## src/rtl/loa_pkg.sv

```systemverilog
// Shared constants and FSM state encoding for the lower-part-OR adder error monitor.
package loa_pkg;

  localparam int WIDTH_DEF = 32;
  localparam int CNT_W_DEF = 16;
  localparam int ACC_W_DEF = 48;
  localparam int ED_W      = WIDTH_DEF + 1;

  localparam logic [1:0] S_IDLE  = 2'd0;
  localparam logic [1:0] S_RUN   = 2'd1;
  localparam logic [1:0] S_DRAIN = 2'd2;
  localparam logic [1:0] S_DONE  = 2'd3;

  typedef enum logic [1:0] {
    IDLE  = S_IDLE,
    RUN   = S_RUN,
    DRAIN = S_DRAIN,
    DONE  = S_DONE
  } state_t;

endpackage

```

## src/rtl/loa_ed_calc.sv

```systemverilog
// Combinational error distance between the exact sum a+b and an approximate sum.
module loa_ed_calc
  import loa_pkg::*;
#(
  parameter int WIDTH = WIDTH_DEF
) (
  input  logic [WIDTH-1:0] a,
  input  logic [WIDTH-1:0] b,
  input  logic [WIDTH-1:0] s_apx,
  output logic [WIDTH:0]   ed
);

  logic [WIDTH:0] exact;
  logic [WIDTH:0] apx;

  // Exact sum keeps its carry; the approximate sum is a plain WIDTH-bit value.
  assign exact = {1'b0, a} + {1'b0, b};
  assign apx   = {1'b0, s_apx};
  assign ed    = (exact >= apx) ? (exact - apx) : (apx - exact);

endmodule

```

## src/rtl/loa_err_mon.sv

```systemverilog
// Windowed error statistics monitor for a lower-part-OR approximate adder:
// two-stage pipeline (capture, then error distance and accumulate) under a small FSM.
module loa_err_mon
  import loa_pkg::*;
#(
  parameter int WIDTH = WIDTH_DEF,
  parameter int CNT_W = CNT_W_DEF,
  parameter int ACC_W = ACC_W_DEF
) (
  input  logic             clk,
  input  logic             rst_n,
  input  logic             start,
  input  logic [CNT_W-1:0] win_len,
  input  logic             in_valid,
  output logic             in_ready,
  input  logic [WIDTH-1:0] a,
  input  logic [WIDTH-1:0] b,
  input  logic [WIDTH-1:0] s_apx,
  output logic             busy,
  output logic             done,
  output logic [CNT_W-1:0] sample_cnt,
  output logic [CNT_W-1:0] err_cnt,
  output logic [ACC_W-1:0] sum_ed,
  output logic [WIDTH:0]   max_ed
);

  localparam int EW = WIDTH + 1;

  function automatic logic [ACC_W-1:0] sat_add(input logic [ACC_W-1:0] acc,
                                                input logic [EW-1:0]    ed);
    logic [ACC_W:0] full;
    full = {1'b0, acc} + (ACC_W+1)'(ed);
    return full[ACC_W] ? {ACC_W{1'b1}} : full[ACC_W-1:0];
  endfunction

  state_t           state;
  logic [CNT_W-1:0] win_len_q;
  logic             start_ok;
  logic             accept;
  logic             last_acc;

  logic [WIDTH-1:0] a_p1;
  logic [WIDTH-1:0] b_p1;
  logic [WIDTH-1:0] s_p1;
  logic             vld_p1;
  logic [EW-1:0]    ed_p1;

  assign start_ok = start && ((state == IDLE) || (state == DONE));
  assign in_ready = (state == RUN) && (sample_cnt < win_len_q);
  assign accept   = in_valid && in_ready;
  assign last_acc = accept && (sample_cnt == (win_len_q - CNT_W'(1)));
  assign busy     = (state == RUN) || (state == DRAIN);
  assign done     = (state == DONE);

  always_ff @(posedge clk or negedge rst_n) begin
    if (!rst_n) begin
      state     <= IDLE;
      win_len_q <= '0;
    end else begin
      case (state)
        IDLE, DONE: begin
          if (start) begin
            win_len_q <= win_len;
            state     <= (win_len == '0) ? DONE : RUN;
          end
        end
        RUN: begin
          if (last_acc) state <= DRAIN;
        end
        // Stage 1 holds exactly one sample here; it retires on this edge.
        DRAIN:   state <= DONE;
        default: state <= IDLE;
      endcase
    end
  end

  // ---- stage 1: capture accepted sample ----
  always_ff @(posedge clk or negedge rst_n) begin
    if (!rst_n) vld_p1 <= 1'b0;
    else        vld_p1 <= accept;
  end

  always_ff @(posedge clk) begin
    if (accept) begin
      a_p1 <= a;
      b_p1 <= b;
      s_p1 <= s_apx;
    end
  end

  // ---- stage 2: error distance and statistics update ----
  loa_ed_calc #(
    .WIDTH (WIDTH)
  ) u_ed_calc (
    .a     (a_p1),
    .b     (b_p1),
    .s_apx (s_p1),
    .ed    (ed_p1)
  );

  always_ff @(posedge clk or negedge rst_n) begin
    if (!rst_n) begin
      sample_cnt <= '0;
      err_cnt    <= '0;
      sum_ed     <= '0;
      max_ed     <= '0;
    end else if (start_ok) begin
      sample_cnt <= '0;
      err_cnt    <= '0;
      sum_ed     <= '0;
      max_ed     <= '0;
    end else begin
      if (accept) sample_cnt <= sample_cnt + CNT_W'(1);
      if (vld_p1) begin
        err_cnt <= err_cnt + CNT_W'(ed_p1 != '0);
        sum_ed  <= sat_add(sum_ed, ed_p1);
        if (ed_p1 > max_ed) max_ed <= ed_p1;
      end
    end
  end

endmodule

```

## config.mk

```make
export PLATFORM = sky130hd
export DESIGN_NAME = loa_err_mon
export DESIGN_NICKNAME = d
export VERILOG_FILES = /design/src/rtl/loa_pkg.sv /design/src/rtl/loa_ed_calc.sv /design/src/rtl/loa_err_mon.sv
export SDC_FILE = /design/constraint.sdc
export NUM_CORES = 1
export LEC_CHECK = 0
export CAP_MARGIN = 20
export CORE_MARGIN = 3
export CORE_UTILIZATION = 57
export DETAILED_ROUTE_END_ITERATION = 10
export PLACE_DENSITY = 0.84
export SLEW_MARGIN = 10
export SYNTH_ARGS = -nofsm -noshare
export SYNTH_HDL_FRONTEND = slang
export SYNTH_SLANG_ARGS = --single-unit
```

## constraint.sdc

```tcl
create_clock -name clk -period 9.5 [get_ports clk]
set_clock_uncertainty 0.05 [all_clocks]
set_input_delay 1.425 -clock clk [delete_from_list [all_inputs] [get_ports clk]]
set_output_delay 1.425 -clock clk [all_outputs]
set_load 0.01 [all_outputs]
```

==> reports/qor.yml, run 1 <==
diodes: 0
post-dp-hpwl_um: 35100
criticalPathCategory: "flip-flop to flip-flop"
power.share.clock_pct: 11.6
critPathTopFamily: "compound AO/OA/AOI/OAI gates"
start_util_pct: 58.6
period_share_pct: 96.0
clock-sinks: 228
cp_max_fo: 10
postCtsSetupRepairBufs: 0
setup_viol: 0
drt.antenna.violating_nets: 0
row_count: 62
syn_inst: 1850
tightestPinTransition_ns: 0.983
switching_share_pct: 49.0
die_w_um: 179
wire_per_inst_um: 18.5
io_buffers: 231
nets: 2376
pwr-share-comb_pct: 72.1
cts_buffers: 27
fin_cells: 2473
period_needed_ns: 9.12
cts_max_level: 1
relSlewSlack_pct: 34.5
gr-total-overflow: 0
vias: 14900
yosysTopAreaCell: "dfrtp_1"
die_area_um2: 31900
status: "complete, no violations"
r2r_slack_ns: 0.38
synth.distinct_cells: 74
num_io_pins: 232
cts_tree: "done"
synth_area_leaders: "dfrtp_1, edfxtp_1, ha_1, a21oi_1, nor2_1"
internal_power_mw: 4.49
syn_area_per_cell_um2: 9.19
ys_ff_latch: 228
cts_max_path_buffers: 3
first_pass_iters: 5
drive_gt1_share_pct: 5.41
min_path_type: "flip-flop to flip-flop"
grt_pass1_wl_um: 73500
p_per_area_nw_per_um2: 426
cts-root-buf: "clkbuf_16"
grt_usage_pct: 28.1
syn-num-nets: 2157
dp_cells: 2423
yosysSeqAreaShare_pct: 36.4
drv_cap: 0
grt_max_degree: 88
drtIter0Drc: 1059
critPathLaunchType: "flip-flop"
synth_top_area_share_pct: 19.4
synth-edff-count: 96
cp-end-kind: "flip-flop"
power_frac_seq_pct: 16.3
clk_pin_slew_worst_paths_ns: 0.06
routed_wl_um: 45800
required_ns: 9.89
synth_ff_type: "dfrtp_1"
cp_data_arrival_time_ns: 9.51
antenna_found_initial: 0
final-seq-area_um2: 6190
synthArstFlopShare_pct: 57.9
place_congestion: 0.931
finalHoldViolCount: 0
yosysWarningCount: 0
crit_slowest_cell: "fa_1"
maxSlewViolCount: 0
worst-path-buf-inv: 1
vias_per_cell: 6.01
drcViolationCount: 0
multi_input_area_um2: 10100
syn_area_um2: 17000
grt_pass1_vias: 14800
areaGrowthSynthToFinish_pct: 21.6
slowest_delay_ns: 0.44
clock_latency_ns: 0.56
fmax_mhz: 110
core_um2: 29000
power.switching_mw: 4.31
power.leakage_nw: 9.00
vdd_drop_max_v: 0.000231
cts_hold_buf: 0
fp.dieH_um: 179
tns_ns: 0
fillerInstances: 2236
-- cell type report --
| class | count | area share [%] |
|---|---|---|
| multi-input combinational | 1408 | 48.7 |
| timing repair buffer | 256 | 12.2 |
| sequential | 228 | 29.9 |
| tap | 384 | 2.32 |
| clock buffer | 29 | 3.30 |
| inverter | 148 | 2.69 |
| clock inverter | 20 | 0.853 |
-- placed cells by master, fill, tap and decap left out, types with 12 or more instances in the layout --
cell	n
nand3_1	43
ha_1	185
nor3_1	24
and2_1	12
o21ai_0	113
a211oi_1	17
and3_1	18
clkbuf_16	27
nor2b_1	21
mux2i_1	52
nand2_1	108
clkdlybuf4s50_1	230
nand2b_1	22
buf_4	24
nor2_1	151
a21oi_1	143
a31oi_1	42
o21a_1	24
edfxtp_1	96
a21o_1	74
o21bai_1	20
xor2_1	63
xnor2_1	66
dfrtp_1	131
nand4_1	32
inv_1	147
nor4_1	18
-- per-layer routing --
metal	routed length [um]	global-route usage, %
met1	19100	35.9
met4	2040	11.9
met2	21600	47.7
met5	0	0
met3	3090	4.32
-- kinds of logic after synthesis --
family | count (synthesis) | share of synthesized area (%)
AO/OA/AOI/OAI | 536 | 20.3
XOR/XNOR | 129 | 6.65
adder cells (fa/ha/maj) | 191 | 14.2
buffers and inverters | 214 | 4.89
flip-flops | 228 | 36.4
multiplexers | 57 | 3.39
AND/OR/NAND/NOR | 495 | 14.2
-- synthesized netlist by cell type (all sizes together) (12+ instances only) --
| library cell | n |
|---|---|
| mux2i | 53 |
| o21a | 24 |
| nand4 | 32 |
| clkbuf | 54 |
| edfxtp | 96 |
| a21oi | 146 |
| and3 | 19 |
| nor4 | 19 |
| nand3 | 44 |
| and2 | 14 |
| a21o | 74 |
| nor2b | 21 |
| xnor2 | 66 |
| dfrtp | 132 |
| nor3 | 27 |
| a211oi | 20 |
| a31oi | 43 |
| nand2 | 109 |
| o21ai | 115 |
| inv | 148 |
| nand2b | 22 |
| o21bai | 20 |
| xor2 | 63 |
| ha | 187 |
| nor2 | 154 |
| buf | 12 |
-- what timing repair did --
action,CTS,global route
pin swaps,0,0
endpoints found under the setup margin,2,55
resized for setup,1,16
endpoints found under the hold margin,0,0
-- tightest hold or removal path: stages, from the launching register on --
cell	delay [ns]
dfrtp_1	0.35
xor2_1	0.07
nor2_1	0.07
-- worst paths after layout --
| kind | from | endpoint | depth (start not counted) |
|---|---|---|---|
| worst max-delay path | a_p1[0] | sum_ed[47] | 40 |
| worst min-delay path | err_cnt[15] | err_cnt[15] | 2 |
| worst max register to register | a_p1[0] | sum_ed[47] | 40 |
| worst min register to register | err_cnt[15] | err_cnt[15] | 2 |
| max in group asynchronous | rst_n | sum_ed[36] | 3 |
| min in group asynchronous | rst_n | win_len_q[5] | 1 |
-- power groups by stage --
stage / Combinational (mW) / Sequential (mW) / Clock, mW
final: 6.35 / 1.44 / 1.02
after global routing: 7.01 / 1.46 / 1.08
after CTS: 6.23 / 1.43 / 1.03
after detailed placement: 6.19 / 1.45 / 0
after global placement: 6.01 / 1.44 / 0
after floorplan: 4.50 / 1.44 / 0
-- per-stage QoR --
stage / hold slack, ns / power (mW) / cell area [um2] / utilization (%) / setup WS, ns
2_1_floorplan: 0.456 / 5.94 / 17000 / - / 0.995
3_3_place_gp: 0.472 / 7.45 / 19700 / 68.0 / 0.269
3_5_place_dp: 0.475 / 7.63 / 19700 / 68.0 / 0.0393
4_1_cts: 0.493 / 8.69 / 20600 / 71.0 / 0.000762
5_1_grt: 0.539 / 9.54 / 20700 / 71.3 / -0.0700
6_report: 0.490 / 8.80 / 20700 / 71.3 / 0.385
-- registers in the layout, indices dropped and copies added (netlist names) --
name        count
win_len_q      16
sum_ed         48
a_p1           32
vld_p1          1
sample_cnt     16
err_cnt        16
b_p1           32
s_p1           32
state           2
max_ed         33
Note: power is estimated with default switching activity, not from simulation.
==> inputs of run 2 (changes only) <==
Settings changed: GPL_TIMING_DRIVEN set to 1, SKIP_CTS_REPAIR_TIMING set to 1, TNS_END_PERCENT set to 30.
==> reports/qor.yml, run 2 (synthesis results as in run 1) <==
period_share_pct: 96.0  # about the same
grt_max_degree: 88  # unchanged
vdd_drop_max_v: 0.000230  # about the same
p_per_area_nw_per_um2: 426  # about the same
first_pass_iters: 5  # unchanged
dr.max_layer_used: "met4"
power.switching_mw: 4.31  # about the same
min_path_type: "flip-flop to flip-flop"
drv_cap: 0  # unchanged
switching_share_pct: 49.0  # about the same
largest-register: "sum_ed"
drtIter0Drc: 1005  # -5.1%
largestRegisters: "sum_ed (48), max_ed (33)"
layout_commonest_cell: "clkdlybuf4s50_1"
cts_max_level: 1  # unchanged
die_area_um2: 31900  # unchanged
power.total_mw: 8.80  # about the same
status: "complete, no violations"
place_congestion: 0.931  # unchanged
clk_pin_slew_worst_paths_ns: 0.06  # about the same
drive_gt1_share_pct: 5.36  # -0.048 points
power_frac_seq_pct: 16.3  # about the same
wl_met3_um: 3040  # -1.4%
fmax_mhz: 110  # about the same
num_io_pins: 232  # unchanged
nets: 2376  # unchanged
cts-root-buf: "clkbuf_16"
setup_viol: 0  # unchanged
io_buffers: 231  # unchanged
period_needed_ns: 9.12  # +0.00145 ns
die_w_um: 179  # unchanged
criticalPathCategory: "flip-flop to flip-flop"
row_count: 62  # unchanged
grt_pass1_wl_um: 73500  # unchanged
cts_tree: "done"
core_um2: 29000  # unchanged
required_ns: 9.89  # about the same
largest_reg_flops: 48  # unchanged
clock_latency_ns: 0.55  # about the same
multi_input_area_um2: 10100  # about the same
cp-end-kind: "flip-flop"
routed_wl_um: 45900  # +0.23%
start_util_pct: 58.6  # unchanged
power.share.clock_pct: 11.6  # about the same
final-seq-area_um2: 6190  # unchanged
grt_usage_pct: 28.1  # unchanged
post-dp-hpwl_um: 35100  # unchanged
drt.antenna.violating_nets: 0  # unchanged
wire_per_inst_um: 18.6  # +0.23%
gr-total-overflow: 0  # unchanged
cts_buffers: 27  # unchanged
drcViolationCount: 0  # unchanged
areaGrowthSynthToFinish_pct: 21.6  # about the same
tightestPinTransition_ns: 0.983  # +0.0000571 ns
cp_max_fo: 10  # unchanged
critPathLaunchType: "flip-flop"
clock-sinks: 228  # unchanged
grt_pass1_vias: 14800  # unchanged
tns_ns: 0  # unchanged
relSlewSlack_pct: 34.5  # about the same
wl_met1_um: 19200  # +0.35%
vias: 14900  # -0.094%
wl_met2_um: 21700  # +0.50%
final_cell_mix: "clkdlybuf4s50_1, ha_1, nor2_1"
fillerInstances: 2238  # +0.089%
finalHoldViolCount: 0  # unchanged
fp.dieH_um: 179  # unchanged
diodes: 0  # unchanged
pwr-share-comb_pct: 72.1  # about the same
maxSlewViolCount: 0  # unchanged
crit_slowest_cell: "fa_1"
postLayoutSetupSlackWorst_ns: 0.383  # -0.00145 ns
vias_per_cell: 6.01  # about the same
internal_power_mw: 4.49  # about the same
cts_max_path_buffers: 3  # unchanged
antenna_found_initial: 0  # unchanged
final_util_pct: 71.2  # about the same
power.leakage_nw: 9.00  # about the same
dp_slack_ns: 0.0393  # unchanged
slowest_delay_ns: 0.44  # about the same
cp_data_arrival_time_ns: 9.51  # about the same
-- run 2: cell types whose count changed in the layout (fill, tap and decap cells not counted) --
cell     delta
o31ai_2     -1
o31ai_1     +1
-- run 2: cell type report --
| type | count | area share [%] |
|---|---|---|
| Clock buffer | 29 | 3.31 |
| Timing Repair Buffer | 256 | 12.2 |
| Inverter | 148 | 2.69 |
| Clock inverter | 20 | 0.854 |
| Multi-Input combinational cell | 1408 | 48.7 |
| Sequential cell | 228 | 29.9 |
| Tap cell | 384 | 2.32 |
-- run 2: power groups by stage --
stage / Sequential [mW] / Combinational [mW] / Clock (mW)
2_1_floorplan: 1.44 / 4.50 / 0
3_3_place_gp: 1.44 / 6.01 / 0
3_5_place_dp: 1.45 / 6.19 / 0
4_1_cts: 1.43 / 6.23 / 1.03
5_1_grt: 1.46 / 7.00 / 1.08
6_report: 1.44 / 6.34 / 1.02
-- run 2: metal layers --
metal | vias to the layer above | global-route usage, %
met3 | 117 | 4.32
met5 | - | 0
met1 | 7038 | 35.9
met4 | 0 | 11.9
li1 | 7147 | -
met2 | 555 | 47.7
-- run 2: worst max-delay path, delay by kind of cell, from the launching register on --
kind,cells,cell delay [ns]
flip-flops,1,0.38
XOR/XNOR,2,0.43
adder cells (fa/ha/maj),4,1.42
AND/OR/NAND/NOR,10,1.74
multiplexers,1,0.29
buffers and inverters,1,0.12
AO/OA/AOI/OAI,22,4.59
-- run 2: stage by stage --
step,hold slack (ns),instances,cell area [um2]
global route,0.539,2473,20700
global placement,0.472,2423,19700
finish,0.489,2473,20700
CTS,0.493,2472,20600
floorplan,0.456,1850,17000
detailed placement,0.475,2423,19700
-- run 2: path summary, 6_finish.rpt --
kind	from	end	slack [ns]	depth (start not counted)
setup / recovery	a_p1[0]	sum_ed[47]	0.38	40
hold / removal	err_cnt[15]	err_cnt[15]	0.49	2
setup reg to reg	a_p1[0]	sum_ed[47]	0.38	40
hold reg to reg	err_cnt[15]	err_cnt[15]	0.49	2
max in group asynchronous	rst_n	sum_ed[44]	7.32	3
min in group asynchronous	rst_n	win_len_q[5]	0.67	1
